--- src/rtl/exe_mem_pkg.sv ---
// rtl/exe_mem_pkg.sv - shared types and constants for the EX->MEM skid pipeline
// Purpose: control-bit struct, occupancy state enum, reference payload layout
//          and the control-gating helper used by exe_mem_skid_pipe.
// Ports:   none (package).
package exe_mem_pkg;

  localparam int EM_WORD_W = 32;
  localparam int EM_REG_AW = 4;
  localparam int EM_LANES  = 9;
  localparam int EM_LANE_W = 9;
  localparam int EM_IDX_W  = 4;

  // Bit order matters: pc_src is the MSB when the struct is flattened.
  typedef struct packed {
    logic pc_src;
    logic reg_write;
    logic mem_to_reg;
    logic mem_write;
    logic link;
    logic mem_write_v;
    logic reg_write_v;
    logic reg_write_vv;
  } ctrl_t;

  localparam int    CTRL_W    = $bits(ctrl_t);
  localparam ctrl_t CTRL_ZERO = '0;

  // EMPTY: nothing held, ONE: MAIN only, TWO: MAIN + SKID.
  typedef enum logic [1:0] {
    EMPTY = 2'd0,
    ONE   = 2'd1,
    TWO   = 2'd2
  } state_t;

  // Payload for the default configuration, field for field with the e_*/m_* ports.
  typedef struct packed {
    ctrl_t                                  ctrl;
    logic [EM_WORD_W-1:0]                   alu_result;
    logic [EM_WORD_W-1:0]                   write_data;
    logic [EM_WORD_W-1:0]                   pc_plus4;
    logic [EM_REG_AW-1:0]                   wa3;
    logic [EM_LANES-1:0][EM_LANE_W-1:0]     wdata_v;
    logic [EM_IDX_W-1:0]                    idx;
  } payload_t;

  // An empty stage must never present an active control bit to MEM.
  function automatic ctrl_t ctrl_gate(input ctrl_t c, input logic v);
    return v ? c : CTRL_ZERO;
  endfunction

endpackage

--- src/rtl/pipe_skid_entry.sv ---
// rtl/pipe_skid_entry.sv - one payload register with load enable and sync clear
// Purpose: storage for one pipeline entry (used for both MAIN and SKID).
// Ports:   clk_i   - clock, rising edge
//          clear_i - synchronous clear to zero, wins over load_i
//          load_i  - capture d_i on this edge
//          d_i     - payload in (W bits)
//          q_o     - stored payload (W bits)
module pipe_skid_entry #(
  parameter int W = 8
) (
  input  logic         clk_i,
  input  logic         clear_i,
  input  logic         load_i,
  input  logic [W-1:0] d_i,
  output logic [W-1:0] q_o
);

  logic [W-1:0] data_q;
  logic [W-1:0] data_d;

  always_comb begin
    data_d = data_q;
    if (load_i) begin
      data_d = d_i;
    end
  end

  always_ff @(posedge clk_i) begin
    if (clear_i) begin
      data_q <= '0;
    end else begin
      data_q <= data_d;
    end
  end

  assign q_o = data_q;

endmodule

--- src/rtl/exe_mem_skid_pipe.sv ---
// rtl/exe_mem_skid_pipe.sv - EX->MEM pipeline register with 2-entry skid buffer
// Purpose: carries scalar/vector control and data from execute to memory with a
//          valid/ready handshake at full throughput; e_ready depends only on the
//          registered occupancy, so there is no combinational path from m_ready.
// Ports:   clk, reset (sync, active-high), flush (squash held entries)
//          e_valid/e_ready + e_ctrl, e_alu_result, e_write_data, e_pc_plus4,
//            e_wa3, e_wdata_v[LANES], e_index        - EX side
//          m_valid/m_ready + m_* counterparts          - MEM side
//          stall_cnt, bubble_cnt                       - performance counters
// Config:  EXE_MEM_PERF_EN enables the saturating counters; without it both
//          counter outputs are tied to zero.
module exe_mem_skid_pipe
  import exe_mem_pkg::*;
#(
  parameter int WORD_W = EM_WORD_W,
  parameter int REG_AW = EM_REG_AW,
  parameter int LANES  = EM_LANES,
  parameter int LANE_W = EM_LANE_W,
  parameter int IDX_W  = EM_IDX_W
) (
  input  logic                     clk,
  input  logic                     reset,
  input  logic                     flush,
  input  logic                     e_valid,
  output logic                     e_ready,
  input  ctrl_t                    e_ctrl,
  input  logic [WORD_W-1:0]        e_alu_result,
  input  logic [WORD_W-1:0]        e_write_data,
  input  logic [WORD_W-1:0]        e_pc_plus4,
  input  logic [REG_AW-1:0]        e_wa3,
  input  logic signed [LANE_W-1:0] e_wdata_v [LANES],
  input  logic [IDX_W-1:0]         e_index,
  output logic                     m_valid,
  input  logic                     m_ready,
  output ctrl_t                    m_ctrl,
  output logic [WORD_W-1:0]        m_alu_result,
  output logic [WORD_W-1:0]        m_write_data,
  output logic [WORD_W-1:0]        m_pc_plus4,
  output logic [REG_AW-1:0]        m_wa3,
  output logic signed [LANE_W-1:0] m_wdata_v [LANES],
  output logic [IDX_W-1:0]         m_index,
  output logic [31:0]              stall_cnt,
  output logic [31:0]              bubble_cnt
);

  // Flat payload layout, LSB first: index, lanes, wa3, pc+4, store data, alu, ctrl.
  localparam int LANES_W = LANES * LANE_W;
  localparam int IDX_LO  = 0;
  localparam int LN_LO   = IDX_LO + IDX_W;
  localparam int WA_LO   = LN_LO + LANES_W;
  localparam int PC_LO   = WA_LO + REG_AW;
  localparam int WD_LO   = PC_LO + WORD_W;
  localparam int AL_LO   = WD_LO + WORD_W;
  localparam int CT_LO   = AL_LO + WORD_W;
  localparam int PAY_W   = CT_LO + CTRL_W;

  state_t             state_q;
  state_t             state_d;
  logic               acc;
  logic               rel;
  logic               main_load;
  logic               main_from_skid;
  logic               skid_load;
  logic [LANES_W-1:0] e_lanes_flat;
  logic [PAY_W-1:0]   e_flat;
  logic [PAY_W-1:0]   main_d;
  logic [PAY_W-1:0]   main_q;
  logic [PAY_W-1:0]   skid_q;

  always_comb begin
    e_lanes_flat = '0;
    for (int i = 0; i < LANES; i++) begin
      e_lanes_flat[i*LANE_W +: LANE_W] = e_wdata_v[i];
    end
  end

  assign e_flat = {e_ctrl, e_alu_result, e_write_data, e_pc_plus4, e_wa3, e_lanes_flat, e_index};

  assign m_valid = (state_q != EMPTY);
  assign e_ready = (state_q != TWO);
  assign acc     = e_valid & e_ready;
  assign rel     = m_valid & m_ready;

  // Occupancy FSM. Flush only moves the state; entry data is left in place
  // because m_ctrl gating already makes an empty stage harmless.
  always_comb begin
    state_d        = state_q;
    main_load      = 1'b0;
    main_from_skid = 1'b0;
    skid_load      = 1'b0;
    if (flush) begin
      state_d = EMPTY;
    end else begin
      unique case (state_q)
        EMPTY: begin
          if (acc) begin
            state_d   = ONE;
            main_load = 1'b1;
          end
        end
        ONE: begin
          if (acc && !rel) begin
            state_d   = TWO;
            skid_load = 1'b1;
          end else if (rel && !acc) begin
            state_d = EMPTY;
          end else if (acc && rel) begin
            main_load = 1'b1;
          end
        end
        TWO: begin
          // e_ready is low here, so only a release can happen.
          if (rel) begin
            state_d        = ONE;
            main_load      = 1'b1;
            main_from_skid = 1'b1;
          end
        end
        default: state_d = EMPTY;
      endcase
    end
  end

  always_ff @(posedge clk) begin
    if (reset) begin
      state_q <= EMPTY;
    end else begin
      state_q <= state_d;
    end
  end

  assign main_d = main_from_skid ? skid_q : e_flat;

  pipe_skid_entry #(.W(PAY_W)) u_main (
    .clk_i   (clk),
    .clear_i (reset),
    .load_i  (main_load),
    .d_i     (main_d),
    .q_o     (main_q)
  );

  pipe_skid_entry #(.W(PAY_W)) u_skid (
    .clk_i   (clk),
    .clear_i (reset),
    .load_i  (skid_load),
    .d_i     (e_flat),
    .q_o     (skid_q)
  );

  assign m_ctrl       = ctrl_gate(ctrl_t'(main_q[CT_LO +: CTRL_W]), m_valid);
  assign m_alu_result = main_q[AL_LO +: WORD_W];
  assign m_write_data = main_q[WD_LO +: WORD_W];
  assign m_pc_plus4   = main_q[PC_LO +: WORD_W];
  assign m_wa3        = main_q[WA_LO +: REG_AW];
  assign m_index      = main_q[IDX_LO +: IDX_W];

  always_comb begin
    for (int i = 0; i < LANES; i++) begin
      m_wdata_v[i] = $signed(main_q[LN_LO + i*LANE_W +: LANE_W]);
    end
  end

`ifdef EXE_MEM_PERF_EN
  logic [31:0] stall_cnt_q;
  logic [31:0] stall_cnt_d;
  logic [31:0] bubble_cnt_q;
  logic [31:0] bubble_cnt_d;

  // Saturating counters; flush does not clear them.
  always_comb begin
    stall_cnt_d  = stall_cnt_q;
    bubble_cnt_d = bubble_cnt_q;
    if (m_valid && !m_ready && (stall_cnt_q != 32'hFFFF_FFFF)) begin
      stall_cnt_d = stall_cnt_q + 32'd1;
    end
    if (!m_valid && (bubble_cnt_q != 32'hFFFF_FFFF)) begin
      bubble_cnt_d = bubble_cnt_q + 32'd1;
    end
  end

  always_ff @(posedge clk) begin
    if (reset) begin
      stall_cnt_q  <= '0;
      bubble_cnt_q <= '0;
    end else begin
      stall_cnt_q  <= stall_cnt_d;
      bubble_cnt_q <= bubble_cnt_d;
    end
  end

  assign stall_cnt  = stall_cnt_q;
  assign bubble_cnt = bubble_cnt_q;
`else
  assign stall_cnt  = '0;
  assign bubble_cnt = '0;
`endif

endmodule

--- config.mk ---
export PLATFORM = sky130hd
export DESIGN_NAME = exe_mem_skid_pipe
export DESIGN_NICKNAME = d
export VERILOG_FILES = /design/src/rtl/exe_mem_pkg.sv /design/src/rtl/pipe_skid_entry.sv /design/src/rtl/exe_mem_skid_pipe.sv
export SDC_FILE = /design/constraint.sdc
export NUM_CORES = 1
export LEC_CHECK = 0
export CELL_PAD_IN_SITES_DETAIL_PLACEMENT = 0
export CELL_PAD_IN_SITES_GLOBAL_PLACEMENT = 1
export CORE_ASPECT_RATIO = 1.25
export CORE_MARGIN = 2
export CORE_UTILIZATION = 40
export CTS_CLUSTER_SIZE = 8
export DETAILED_ROUTE_END_ITERATION = 6
export PLACE_DENSITY = 0.88
export SYNTH_ARGS = -nofsm -noshare
export SYNTH_HDL_FRONTEND = slang
export SYNTH_SLANG_ARGS = --single-unit
--- constraint.sdc ---
create_clock -name clk -period 5.4 [get_ports clk]
set_clock_uncertainty 0.15 [all_clocks]
set_input_delay 1.08 -clock clk [delete_from_list [all_inputs] [get_ports clk]]
set_output_delay 1.08 -clock clk [all_outputs]
set_load 0.05 [all_outputs]
==> metrics.md <==
| Metric | Value |
|---|---|
| Status | `finished, final reports clean` |
| Max stage delay cell, worst path | `clkdlybuf4s50_1` |
| Final nets | `2315` |
| Tot GR Track Use | `0.2014` |
| Largest delay contributor family on the critical path | `buffers and inverters` |
| Worst setup path class | `flop to output port` |
| Core area | `between 0.04 and 0.05 mm²` |
| Hold WS | `around 0.30 ns` |
| Largest net degree at the start of global routing | `194` |
| Final instance area | `0.02261 mm²` |
| FF/Latch Area | `approximately 0.0078 mm²` |
| Total CTS buffers | `54` |
| Worst path cell trace | `nor2_1 > nor2b_1 > clkdlybuf4s50_1` |
| Crit path largest cell delay | `between 0.8 and 0.9 ns` |
| Final period utilization | `0.6802` |
| RSZ-0062 raised after global routing | `no` |
| Io pins | `~460` |
| Sequential share of the synthesized area | `0.4164` |
| Number of max-cap violations | `0` |
| Worst hold path class | `flop to flop` |
| Synth warn | `0` |
| Row cnt | `88` |
| Remaining DRCs | `0` |
| Layout cells sized above 1 | `0.1232` |
| Area grow syn2layout | `21.21%` |
| Area post-placement | `0.02117 mm²` |
| Setup crit start kind | `flop` |
| Fmax | `272.3 MHz` |
| Clk pwr share | `0.406` |
| Routed Antenna Nets | `0` |
| # hold bufs at CTS | `0` |
| I/O Buffers | `around 390` |
| First-pass GRT wire length | `~80000 µm` |
| CTS tree | `built` |
| Min Tclk post-route | `~3.7 ns` |
| Worst setup EP type | `output port` |
| DIE AREA | `0.04838 mm²` |
| Crit path max fanout | `10` |
| Max VDD drop | `0.2491 mV` |
| Synthesized area | `about 0.019 mm²` |
| Die width | `197.1 µm` |
| Post-place setup slack | `1.521 ns` |
| CP Data Arrival Time | `~2.4 ns` |
| Crit path buffers/inverters | `1` |
| Post_cts resized | `0` |
| CP Data Required Time | `about 4.2 ns` |
| Reg clk slew, reported paths | `0.05 ns` |
| CTS sink count | `388` |
| Yosys reg bits | `between 300 and 400` |
| Vias in the first global route | `14.10k` |
| Multi-input combinational cell area | `~0.0084 mm²` |
| Antenna violations before repair | `10` |
| Overflow left after global routing | `0` |
| Final hold vios | `0` |
| Gate power share | `0.178` |
| DRT Wirelength | `between 50000 and 60000 µm` |
| Root buf cell | `clkbuf_16` |
| Sw frac | `0.2862` |
| Worst slew pin tran | `between 1 and 1.5 ns` |
| Int Pwr | `5.255 mW` |
| Final Wtd Congestion | `0.8163` |
| Fin. max-slew vios | `0` |
| Net Sw Power | `2.108 mW` |
| Via density | `5.209` |
| Max-slew headroom | `0.3256` |
| Leakage dissipation | `between 8 and 9 nW` |
| Setup bufs post-CTS | `0` |
| Drt pass-1 iters | `5` |
| Worst-Skew Late Latency | `a little under 0.6 ns` |
| DR WL/cell | `about 19 µm` |
| Sequential fraction of design power | `0.416` |
| DRT iter0 DRCs | `507` |
| Distinct cells, synth | `28` |
| Fin worst setup slack | `between 1.5 and 2 ns` |
| Syn Inst Count | `about 2k` |
| TNS Setup | `0 ns` |
| Post-layout util | `0.4900` |
| Final setup violation count | `0` |
| Filler Cell Count | `roughly 4.2k` |
| Initial Utilization | `0.4043` |
| Power Density | `around 330 mW/mm²` |
| Clock Tree Buf Depth | `3` |
| Via count | `about 14k` |
| Die height | `between 200 and 250 µm` |
| Post-DP HPWL | `~31000 µm` |
| H-Tree Depth | `2` |
| Mapped Avg Cell Area | `slightly above 9 µm²` |
layer usage:
metal  track usage  wire (µm)  vias to the layer above
met4       0.09376       2029                       10
met2        0.3374      24090                      434
met5             0         72                        -
met1        0.2299      20110                     6752
li1              -          -                     6811
met3       0.06995       4279                      105
cells in the final DEF, fill, tap and decap left out, drive strengths merged, types with 9 or more instances in the layout:
cell,netlist,layout
nor2b,9,9
dfxtp,388,388
a21oi,193,193
a221oi,193,193
buf,350,26
nand2,387,387
clkdlybuf4s50,0,391
clkbuf,74,58
conb,1,64
nor2,195,195
mux2i,193,193
tightest hold or removal path, stage by stage, from the launching register on:
cell and delay [ns]:
dfxtp_1 0.30, nand2_1 0.05, a21oi_1 0.05
sequential cells by signal (all words and copies together), names as in the netlist:
register    cells
state_q         2
u_skid.q_o    193
u_main.q_o    193
power by group through the flow:
stage / Sequential, mW / Clock (mW) / Combinational (mW)
after floorplan: 3.10 / 0 / 1.04
after global placement: 3.12 / 0 / 1.30
after CTS: 3.06 / 3.06 / 1.32
after global routing: 3.08 / 3.19 / 1.38
final: 3.07 / 2.99 / 1.31
after detailed placement: 3.12 / 0 / 1.32
layout make-up:
| class | count | share of cell area |
|---|---|---|
| Tap cell | 585 | 0.03238 |
| Timing Repair Buffer | 417 | 0.1904 |
| Multi-Input combinational cell | 1252 | 0.3697 |
| Inverter | 2 | 0.0003321 |
| Antenna cell | 5 | 0.0005534 |
| Clock buffer | 58 | 0.06182 |
| Sequential cell | 388 | 0.3436 |
| Clock inverter | 2 | 0.001273 |
per-stage QoR:
stage | cells | power [mW]
3_3_place_gp | 2644 | 4.417
2_1_floorplan | 2066 | 4.138
6_report | 2709 | 7.363
5_1_grt | 2709 | 7.645
4_1_cts | 2704 | 7.447
3_5_place_dp | 2644 | 4.436
kinds of logic after synthesis:
logic type | Yosys count | synth area share
and+or+nand+nor | 602 | 0.1248
buffers and inverters | 426 | 0.1517
AOI/OAI and AO/OA | 390 | 0.2011
DFF | 388 | 0.4164
muxes | 194 | 0.1044
adders and majority gates | 2 | 0.001341
other | 1 | 0.0002011
cell usage after synthesis:
cell type  count  area (µm²)
mux2i_1      193        1932
a221oi_1      23       201.4
buf_2         53       265.3
nand3_1        1       5.000
o22a_1         1       8.760
nor2b_1        9       56.30
clkbuf_1      74       277.8
mux2_4         1       15.01
nor4bb_1       1       10.01
nand2b_1       3       18.77
conb_1         1       3.750
buf_4        270        2027
a21o_1         2       15.01
nor2_1       195       732.0
a21oi_1      193       965.9
buf_1          7       26.28
nand3b_1       1       7.510
a211oi_1       1       7.510
and2_1         1       6.260
inv_1          2       7.510
dfxtp_1      388        7767
and4bb_1       1       12.51
buf_6         20       225.2
a221oi_2     170        2552
nand2_1      387        1453
nand4bb_1      2       22.52
nor3_1         1       5.000
ha_1           2       25.02
path summary, 6_finish.rpt:
path / from / end / slack [ns] / cells after the start
worst max-delay path: state_q[1]$_SDFFE_PP0P_ / m_ctrl[4] / 1.73 / 3
worst min-delay path: u_skid.q_o[74]$_SDFFE_PP0P_ / u_skid.q_o[74]$_SDFFE_PP0P_ / 0.30 / 2
worst max register to register: state_q[1]$_SDFFE_PP0P_ / u_skid.q_o[80]$_SDFFE_PP0P_ / 2.20 / 8
worst min register to register: u_skid.q_o[74]$_SDFFE_PP0P_ / u_skid.q_o[74]$_SDFFE_PP0P_ / 0.30 / 2
(Power assumes the default switching activity.)
